--- config.mk ---
export PLATFORM = sky130hd
export DESIGN_NAME = half_mag_sub_seq_flat
export DESIGN_NICKNAME = d
export VERILOG_FILES = /design/src/rtl/half_mag_sub_seq_if.sv /design/src/rtl/half_mag_sub_seq.sv /design/src/flat_wrapper.sv
export SDC_FILE = /design/constraint.sdc
export NUM_CORES = 1
export LEC_CHECK = 0
export BUFFER_PORTS_ARGS = -buffer_cell sky130_fd_sc_hd__buf_2
export CAP_MARGIN = 20
export CORE_ASPECT_RATIO = 0.5
export CORE_UTILIZATION = 50
export CTS_CLUSTER_SIZE = 40
export DETAILED_ROUTE_END_ITERATION = 8
export PLACE_DENSITY_LB_ADDON = 0.15
export RECOVER_POWER = 100
export SYNTH_ARGS = -nofsm -noshare
export SYNTH_HDL_FRONTEND = slang
export SYNTH_SLANG_ARGS = --single-unit
--- constraint.sdc ---
create_clock -name clk -period 4.6 [get_ports clk]
set_clock_uncertainty 0.1 [all_clocks]
set_input_delay 0.23 -clock clk [delete_from_list [all_inputs] [get_ports clk]]
set_output_delay 0.23 -clock clk [all_outputs]
set_load 0.005 [all_outputs]
--- src/rtl/half_mag_sub_seq_if.sv ---
// Operand/result handshake bundle for the binary16 magnitude subtractor.
// The master side is the issue logic and the result consumer; the slave side is the subtractor.
interface half_mag_sub_seq_if;
   logic        in_valid;
   logic        in_ready;
   logic        SIGN_A;
   logic        SIGN_B;
   logic [4:0]  IN_EXP_HALF;
   logic [10:0] IN_MANT_A_HALF;
   logic [12:0] IN_MANT_B_HALF;
   logic        STICKY_BIT;
   logic        out_valid;
   logic        out_ready;
   logic [15:0] Q;
   logic [4:0]  FLAGS;

   modport master (
      output in_valid, SIGN_A, SIGN_B, IN_EXP_HALF, IN_MANT_A_HALF,
             IN_MANT_B_HALF, STICKY_BIT, out_ready,
      input  in_ready, out_valid, Q, FLAGS
   );

   modport slave (
      input  in_valid, SIGN_A, SIGN_B, IN_EXP_HALF, IN_MANT_A_HALF,
             IN_MANT_B_HALF, STICKY_BIT, out_ready,
      output in_ready, out_valid, Q, FLAGS
   );
endinterface

--- src/rtl/half_mag_sub_seq.sv ---
// Sequential binary16 effective-subtraction datapath: |A-B|, one-bit-per-cycle
// left normalization, round-to-nearest-even, valid/ready on both sides.
module half_mag_sub_seq (
   input  logic              clk,
   input  logic              rst,
   half_mag_sub_seq_if.slave bus
);
   localparam int unsigned DW = 14;
   localparam int unsigned EW = 5;
   localparam int unsigned MW = 11;
   localparam int unsigned RW = MW + 1;
   localparam int unsigned QW = 16;
   localparam int unsigned FW = 5;

   typedef enum logic [2:0] {IDLE, SUB, NORM, ROUND, DONE} state_e;

   state_e          state_q;
   logic            sign_a_q;
   logic            sign_b_q;
   logic            sign_q;
   logic [EW-1:0]   exp_q;
   logic [DW-1:0]   a_q;
   logic [DW-1:0]   b_q;
   logic [DW-1:0]   d_q;
   logic            in_ready_q;
   logic            out_valid_q;
   logic [QW-1:0]   q_q;
   logic [FW-1:0]   flags_q;

   logic            a_ge_b_c;
   logic [DW-1:0]   diff_d;
   logic            sign_d;
   logic            norm_done_c;

   logic [MW-1:0]   m_c;
   logic            g_c;
   logic            r_c;
   logic            s_c;
   logic            up_c;
   logic            inexact_c;
   logic [RW-1:0]   m_rnd_c;
   logic [MW-1:0]   m_fin_c;
   logic [EW-1:0]   exp_rnd_c;
   logic [EW-1:0]   exp_fld_c;
   logic [QW-1:0]   q_d;
   logic [FW-1:0]   flags_d;

   // Larger magnitude minus smaller; the larger operand supplies the sign.
   always_comb begin
      a_ge_b_c = (a_q >= b_q);
      diff_d   = a_ge_b_c ? (a_q - b_q) : (b_q - a_q);
      sign_d   = a_ge_b_c ? sign_a_q : sign_b_q;
   end

   assign norm_done_c = (d_q == '0) || d_q[DW-1] || (exp_q == EW'(1));

   // RNE on d = {m, G, R, S}; a carry out of m renormalizes to 1.0 at exp+1.
   always_comb begin
      m_c       = d_q[DW-1:3];
      g_c       = d_q[2];
      r_c       = d_q[1];
      s_c       = d_q[0];
      up_c      = g_c & (r_c | s_c | m_c[0]);
      inexact_c = g_c | r_c | s_c;
      m_rnd_c   = {1'b0, m_c} + RW'(up_c);
      if (m_rnd_c[MW]) begin
         m_fin_c   = {1'b1, {(MW-1){1'b0}}};
         exp_rnd_c = exp_q + EW'(1);
      end else begin
         m_fin_c   = m_rnd_c[MW-1:0];
         exp_rnd_c = exp_q;
      end
      exp_fld_c = m_fin_c[MW-1] ? exp_rnd_c : '0;
      q_d       = {sign_q, exp_fld_c, m_fin_c[MW-2:0]};
      flags_d   = {1'b0, (q_d[QW-2:0] == '0), ~d_q[DW-1] & inexact_c, 1'b0, inexact_c};
      if (d_q == '0) begin
         q_d     = '0;
         flags_d = 5'b01000;
      end
   end

   always_ff @(posedge clk) begin
      if (rst) begin
         state_q     <= IDLE;
         sign_a_q    <= 1'b0;
         sign_b_q    <= 1'b0;
         sign_q      <= 1'b0;
         exp_q       <= '0;
         a_q         <= '0;
         b_q         <= '0;
         d_q         <= '0;
         in_ready_q  <= 1'b1;
         out_valid_q <= 1'b0;
         q_q         <= '0;
         flags_q     <= '0;
      end else begin
         case (state_q)
            IDLE: begin
               if (bus.in_valid && in_ready_q) begin
                  sign_a_q   <= bus.SIGN_A;
                  sign_b_q   <= bus.SIGN_B;
                  // Subnormal operands share the arithmetic exponent of 1.
                  exp_q      <= (bus.IN_EXP_HALF == '0) ? EW'(1) : bus.IN_EXP_HALF;
                  a_q        <= {bus.IN_MANT_A_HALF, 3'b000};
                  b_q        <= {bus.IN_MANT_B_HALF, bus.STICKY_BIT};
                  in_ready_q <= 1'b0;
                  state_q    <= SUB;
               end
            end
            SUB: begin
               d_q     <= diff_d;
               sign_q  <= sign_d;
               state_q <= NORM;
            end
            NORM: begin
               if (norm_done_c) begin
                  state_q <= ROUND;
               end else begin
                  d_q   <= {d_q[DW-2:0], 1'b0};
                  exp_q <= exp_q - EW'(1);
               end
            end
            ROUND: begin
               q_q         <= q_d;
               flags_q     <= flags_d;
               exp_q       <= exp_rnd_c;
               out_valid_q <= 1'b1;
               state_q     <= DONE;
            end
            DONE: begin
               if (bus.out_ready) begin
                  out_valid_q <= 1'b0;
                  in_ready_q  <= 1'b1;
                  state_q     <= IDLE;
               end
            end
            default: begin
               state_q <= IDLE;
            end
         endcase
      end
   end

   assign bus.in_ready  = in_ready_q;
   assign bus.out_valid = out_valid_q;
   assign bus.Q         = q_q;
   assign bus.FLAGS     = flags_q;

endmodule
--- src/flat_wrapper.sv ---
// flat-port wrapper written by rule: the top's interface ports become plain ports
module half_mag_sub_seq_flat 
  (clk, rst, bus_in_valid, bus_SIGN_A, bus_SIGN_B, bus_IN_EXP_HALF, bus_IN_MANT_A_HALF, bus_IN_MANT_B_HALF, bus_STICKY_BIT, bus_out_ready, bus_in_ready, bus_out_valid, bus_Q, bus_FLAGS);
  half_mag_sub_seq_if bus_i ();
  input  logic clk;
  input  logic rst;
  input wire logic [$bits(bus_i.in_valid)-1:0] bus_in_valid;
  input wire logic [$bits(bus_i.SIGN_A)-1:0] bus_SIGN_A;
  input wire logic [$bits(bus_i.SIGN_B)-1:0] bus_SIGN_B;
  input wire logic [$bits(bus_i.IN_EXP_HALF)-1:0] bus_IN_EXP_HALF;
  input wire logic [$bits(bus_i.IN_MANT_A_HALF)-1:0] bus_IN_MANT_A_HALF;
  input wire logic [$bits(bus_i.IN_MANT_B_HALF)-1:0] bus_IN_MANT_B_HALF;
  input wire logic [$bits(bus_i.STICKY_BIT)-1:0] bus_STICKY_BIT;
  input wire logic [$bits(bus_i.out_ready)-1:0] bus_out_ready;
  output wire logic [$bits(bus_i.in_ready)-1:0] bus_in_ready;
  output wire logic [$bits(bus_i.out_valid)-1:0] bus_out_valid;
  output wire logic [$bits(bus_i.Q)-1:0] bus_Q;
  output wire logic [$bits(bus_i.FLAGS)-1:0] bus_FLAGS;
  assign bus_i.in_valid = bus_in_valid;
  assign bus_i.SIGN_A = bus_SIGN_A;
  assign bus_i.SIGN_B = bus_SIGN_B;
  assign bus_i.IN_EXP_HALF = bus_IN_EXP_HALF;
  assign bus_i.IN_MANT_A_HALF = bus_IN_MANT_A_HALF;
  assign bus_i.IN_MANT_B_HALF = bus_IN_MANT_B_HALF;
  assign bus_i.STICKY_BIT = bus_STICKY_BIT;
  assign bus_i.out_ready = bus_out_ready;
  assign bus_in_ready = bus_i.in_ready;
  assign bus_out_valid = bus_i.out_valid;
  assign bus_Q = bus_i.Q;
  assign bus_FLAGS = bus_i.FLAGS;
  half_mag_sub_seq u_core (.clk(clk), .rst(rst), .bus(bus_i));
endmodule
==> results of run 1 <==
per-layer routing:
metal  wire (µm)  GRT usage
met1        5622     0.3465
met2        4302     0.3584
met3         599    0.05994
met4         137    0.08146
met5           0          0
registers in the layout, indices dropped and copies added (netlist names):
name	count
u_core.bus.Q	16
u_core.b_q	14
u_core.d_q	14
u_core.a_q	11
u_core.exp_q	5
u_core.bus.FLAGS	3
u_core.state_q	3
u_core.bus.in_ready	1
u_core.bus.out_valid	1
u_core.sign_a_q	1
u_core.sign_b_q	1
u_core.sign_q	1
report_power, final:
| part | total (µW) | internal (µW) | switching, µW | leakage [µW] |
|---|---|---|---|---|
| sequential | 852 | 705 | 147 | 0.000578 |
| combinational | 1170 | 477 | 698 | 0.00124 |
| clock | 621 | 362 | 259 | 0.000126 |
| total | 2650 | 1540 | 1100 | 0.00195 |
tightest hold or removal path, stage by stage:
cell	delay, ns
buf_2	0.09
nand2_1	0.04
a21oi_1	0.05
synthesized netlist by cell type (3+ instances only):
| cell type | instances |
|---|---|
| and2_1 | 4 |
| dfxtp_1 | 71 |
| o22ai_1 | 8 |
| nor3_1 | 19 |
| nor4_1 | 6 |
| clkbuf_1 | 33 |
| nor2b_1 | 7 |
| nand3b_1 | 3 |
| a21o_1 | 9 |
| a211oi_1 | 9 |
| a21oi_1 | 71 |
| nand4_1 | 4 |
| and3_1 | 13 |
| o211ai_1 | 4 |
| nand2_1 | 78 |
| nand2b_1 | 3 |
| o21a_1 | 3 |
| or3_1 | 3 |
| buf_2 | 5 |
| xnor2_1 | 17 |
| a22oi_1 | 9 |
| nand3_1 | 17 |
| nor2_1 | 37 |
| a31oi_1 | 12 |
| o21ai_0 | 20 |
| inv_1 | 29 |
| ha_1 | 26 |
| xor2_1 | 8 |
| mux2i_1 | 6 |
final cells by class:
cell class                      count  area [µm²]
Inverter                           29       108.9
Timing Repair Buffer               59       286.5
Sequential cell                    71        1421
Clock inverter                      4       22.52
Fill cell                         830        3421
Multi-Input combinational cell    440        2709
Tap cell                          112       140.1
Clock buffer                       12       236.5
worst max path at each step:
stage | to | slack, ns | start
after CTS | u_core.d_q[7]$_SDFFE_PP0P_ | 1.71 | u_core.b_q[9]$_SDFFE_PP0P_
after detailed placement | u_core.d_q[7]$_SDFFE_PP0P_ | 1.74 | u_core.b_q[9]$_SDFFE_PP0P_
after global placement | u_core.d_q[7]$_SDFFE_PP0P_ | 1.80 | u_core.b_q[9]$_SDFFE_PP0P_
after floorplan | u_core.d_q[7]$_SDFFE_PP0P_ | 1.98 | u_core.b_q[9]$_SDFFE_PP0P_
after global routing | u_core.d_q[7]$_SDFFE_PP0P_ | 0.88 | u_core.b_q[9]$_SDFFE_PP0P_
final | u_core.d_q[7]$_SDFFE_PP0P_ | 1.05 | u_core.b_q[9]$_SDFFE_PP0P_
through the flow:
stage | total power, µW | utilization | std cells
3_3_place_gp | 2028 | 0.5664 | 711
5_1_grt | 2841 | 0.5901 | 727
2_1_floorplan | 1795 | - | 584
4_1_cts | 2672 | 0.5975 | 727
3_5_place_dp | 2039 | 0.5664 | 711
6_report | 2648 | 0.5901 | 727
layout by cell type, fill, tap and decap left out, drive strengths merged, types with 19 or more instances in the layout:
master | synthesis | final
buf | 11 | 46
a21oi | 71 | 71
clkbuf | 33 | 25
nand2 | 79 | 79
ha | 26 | 26
nor3 | 19 | 19
o21ai | 21 | 21
nor2 | 37 | 37
inv | 29 | 29
dfxtp | 71 | 71
cells by family after synthesis:
logic type | synth area share
xor gates and xnor gates | 0.04894
buffers and inverters | 0.06767
and+or+nand+nor | 0.2262
AOI/OAI and AO/OA | 0.2447
DFF | 0.3177
other | 0.0008381
muxes | 0.01678
adders and majority gates | 0.07718
==> results.ini, run 1 <==
[route]
vias = 4076
drt-total-wl_um = 10660
drt_first_iter_violations = 293
first_pass_iters = 5
drc_errors = 0
viasPerCell = 5.607
drt-wirelength-per-cell_um = 14.66
drtAntennaViolNets = 0

[logic_synthesis]
synth_area_leaders = dfxtp_1 32%, a21oi_1 7.9%, ha_1 7.3%, nand2_1 6.5%, xnor2_1 3.3%
ys_seq_area_frac = 0.3177
netlist_area_mm2 = 0.004474
syn_area_per_cell_um2 = 7.675
ys_warn_count = 0
async_flop_share = 0
synth_top_area_share = 0.3177
yosys.area.top_type = dfxtp_1
synth.distinct_cells = 64
synthCells = 583
synth_seq_cells = 71
synth_ff_type = dfxtp_1
synth_edf_count = 0

[sta]
hold_viol = 0
rsz0062_at_grt = no
setup_violations = 0
drv_slew = 0
setup_slack_ns = 1.048
tns_ns = 0
period_needed_ns = 3.552
hold_ws_ns = 0.03167
worst_slew_pin_slew_ns = 1.462
clock.fmax_mhz = 281.5
finalCritPeriodShare = 0.7722
slew-limit-headroom = 0.02536

[clock_network]
htreeDepth = 3
clk_latency_ns = 0.34
hold_buffers = 0
clock-root-buffer = clkbuf_16
cts_buffers = 9
cts_sinks = 71
cts_max_path_buffers = 2
cts-resized-gates = 0
cts_tree = yes
post_cts_buffers = 0
cts.reportedPaths.clkPinSlew_ns = 0.06

[die]
die_h_um = 68.89
io-pin-count = 59
die_w_um = 135.8
die_area_mm2 = 0.009354
core_area_mm2 = 0.008346
num_rows = 23
initial_core_util = 0.5361

[final_layout]
finalInstanceArea_mm2 = 0.004925
nNetsFinal = 673
drive_above_1_share = 0.1008
antennaDiodeCount = 0
syn2layout_area_growth_pct = 10.07

[global_routing]
grt_max_degree = 43
grt_use_total = 0.2439
grt-ovfl-total = 0
grt_pass1_wl_um = 17580
first_global_vias = 3490
antenna_found_initial = 0

[outcome]
status = finished, final reports clean

[hold_path]
hold_path_depth = 3
hp-class = input pin to register
worst_hold_path.endpoint = u_core.b_q[3]$_SDFFE_PP0P_
hold_start = bus_IN_MANT_B_HALF[2]

[placement]
dp_hpwl_um = 7574
pre_cts_ws_ns = 1.739
placed_cell_area_mm2 = 0.004727
numPortBuffers = 56
place_congestion = 0.8821

[worst_setup_path]
r2r_cells = 9
ff2ff_setup_slack_ns = 1.05
worst_path_max_delay_cell = a2111oi_0
cp-end-kind = register
crit_buf_inv = 1
arrival_ns = 3.70
slowest_delay_ns = 0.57
crit_family = compound AO/OA/AOI/OAI gates
cp_max_fo = 16
crit_chain = inv_1 > ha_1 > a211o_1 > a2111oi_0 > or2_0 > nand2_1 > mux2_1 > o31a_1 > o31ai_1
cp_num_cells = 9
r2r_start = u_core.b_q[9]$_SDFFE_PP0P_
worstSetupPathType = register to register
start_kind = register
r2r-end = u_core.d_q[7]$_SDFFE_PP0P_
crit_required_ns = 4.75

[job]
maxCapViolCount = 0

[power]
p_per_area_mw_per_mm2 = 537.7
max-vdd-ir-drop_mv = 0.2468
leakage_uw = 0.001947

Note: power is estimated with default switching activity, not from simulation.
==> inputs of run 2 (changes only) <==
- clock period: 4.6 -> 2.9 ns (I/O delays scaled with it)
==> run 2 against run 1 <==
  * Cell area grew 7.1%
  * Sequential cell count is the same
  * Combinational power grew 68%
  * Utilization grew 4.2 points
  * Total power grew 61%
  * Critical endpoint unchanged
  * Count of clock-buffer cells in the layout shrank 2
  * First-iteration DRC count shrank 2.0%
  * Via count grew 3.1%
  * Setup slack lost 0.87 ns
  * Wire length grew 3.0%
==> results.ini, run 2 (same netlist as run 1, synthesis figures left out) <==
[outcome]
status = finished, final reports clean

[worst_setup_path]
start_kind = register
worstSetupPathType = register to register
arrival_ns = 2.87  ; -0.83 ns
crit_required_ns = 3.05  ; -1.70 ns
cp-end-kind = register
cp_max_fo = 8  ; -8

[clock_network]
htreeDepth = 3  ; unchanged
cts-resized-gates = 0  ; unchanged
cts_buffers = 9  ; unchanged
clk_latency_ns = 0.33  ; about the same
cts_sinks = 71  ; unchanged
cts_max_path_buffers = 2  ; unchanged
cts_tree = yes
post_cts_buffers = 0  ; unchanged
clock-root-buffer = clkbuf_16
cts.reportedPaths.clkPinSlew_ns = 0.05  ; about the same
hold_buffers = 27  ; +27

[global_routing]
antenna_found_initial = 0  ; unchanged
grt-ovfl-total = 0  ; unchanged
first_global_vias = 3773  ; +8.1%
grt_max_degree = 51  ; +19%
grt_pass1_wl_um = 18080  ; +2.9%
grt_use_total = 0.2505  ; +0.006615

[sta]
worst_slew_pin_slew_ns = 0.8730  ; -0.5889 ns
hold_viol = 0  ; unchanged
period_needed_ns = 2.719  ; -0.8326 ns
slew-limit-headroom = 0.4180  ; +0.3926
clock.fmax_mhz = 367.7  ; +31%
rsz0062_at_grt = no
finalCritPeriodShare = 0.9377  ; +0.1655
tns_ns = 0  ; unchanged
hold_ws_ns = 0.01302  ; -0.01865 ns
drv_slew = 0  ; unchanged
setup_violations = 0  ; unchanged

[final_layout]
antennaDiodeCount = 0  ; unchanged
nNetsFinal = 710  ; +5.5%
layout_common_cells = 78 x nand2_1, 71 x a21oi_1, 71 x dfxtp_1
fin_util = 0.6318  ; +0.04168
largest_reg_flops = 16  ; unchanged
drive_above_1_share = 0.1096  ; +0.008755
fin_cells = 760  ; +4.5%
finalInstanceArea_mm2 = 0.005273  ; +7.1%
syn2layout_area_growth_pct = 17.84
final_common_cell = nand2_1
fillers = 793  ; -4.5%

[route]
drt-total-wl_um = 10980  ; +3.0%
drc_errors = 0  ; unchanged
first_pass_iters = 5  ; unchanged
drtAntennaViolNets = 0  ; unchanged
drt_first_iter_violations = 287  ; -2.0%
drt-wirelength-per-cell_um = 14.44  ; -1.5%
vias = 4202  ; +3.1%
viasPerCell = 5.529  ; -1.4%

[die]
num_rows = 23  ; unchanged
initial_core_util = 0.5361  ; unchanged
core_area_mm2 = 0.008346  ; unchanged
die_w_um = 135.8  ; unchanged
die_area_mm2 = 0.009354  ; unchanged
die_h_um = 68.89  ; unchanged
io-pin-count = 59  ; unchanged

[job]
maxCapViolCount = 0  ; unchanged

[placement]
dp.cells = 721  ; +1.4%
numPortBuffers = 56  ; unchanged
place_congestion = 0.8842  ; +0.24%
placed_cell_area_mm2 = 0.004802  ; +1.6%
dp_hpwl_um = 7873  ; +4.0%

[power]
max-vdd-ir-drop_mv = 0.3395  ; +38%
leakage_uw = 0.002098  ; +7.8%
p_per_area_mw_per_mm2 = 810.9  ; +51%

[hold_path]
hp-class = input pin to register

==> run 2: cell count changes in the layout (fill, tap and decap cells not counted), moves of 2 or more <==
cell	delta
buf_4	+7
clkinv_2	-2
dlygate4sd3_1	+27
or2_0	-2
or2_1	+2
==> run 2: layout make-up <==
class / instances / area (µm²) / share of cell area
clock inverter: 2 / 12.51 / 0.002373
multi-input combinational: 440 / 2739 / 0.5195
tap: 112 / 140.1 / 0.02658
clock buffer: 10 / 229.0 / 0.04343
sequential: 71 / 1421 / 0.2696
timing repair buffer: 96 / 621.8 / 0.1179
inverter: 29 / 108.9 / 0.02065
==> run 2: where the power goes <==
| group | leakage (µW) | internal [µW] | total (µW) | switching [µW] |
|---|---|---|---|---|
| sequential | 0.000578 | 1120 | 1350 | 231 |
| combinational | 0.00140 | 835 | 1970 | 1140 |
| clock | 0.000116 | 558 | 956 | 398 |
==> run 2: layer usage <==
layer	track usage	share of wire	vias up
met3	0.05702	0.043	8
met4	0.07444	0.0067	0
met1	0.3462	0.53	1906
met5	0	0	-
li1	-	-	2180
met2	0.3903	0.42	108
==> run 2: path summary, 6_finish.rpt <==
kind | from | end | slack [ns] | depth (start not counted)
worst min-delay path | bus_out_ready | u_core.state_q[2]$_SDFFE_PP0P_ | 0.01 | 3
worst max-delay path | u_core.b_q[9]$_SDFFE_PP0P_ | u_core.d_q[7]$_SDFFE_PP0P_ | 0.18 | 9
worst min register to register | u_core.bus.Q[15]$_SDFFE_PP0P_ | u_core.bus.Q[15]$_SDFFE_PP0P_ | 0.35 | 2
worst max register to register | u_core.b_q[9]$_SDFFE_PP0P_ | u_core.d_q[7]$_SDFFE_PP0P_ | 0.18 | 9
==> run 2: critical path, cell delays in order, from the launching register on <==
cell,delay [ns]
dfxtp_1,0.35
inv_1,0.05
ha_1,0.31
a211o_1,0.34
a2111oi_4,0.32
or2_1,0.29
nand2_4,0.13
mux2_4,0.32
o31a_1,0.24
o31ai_1,0.18
==> run 2: metrics by stage <==
step                setup slack [ns]  total power [µW]
finish                        0.1806              4276
CTS                           0.2004              4284
global placement              0.2846              3277
global route                0.009677              4577
detailed placement            0.2177              3288
floorplan                     0.2823              2848
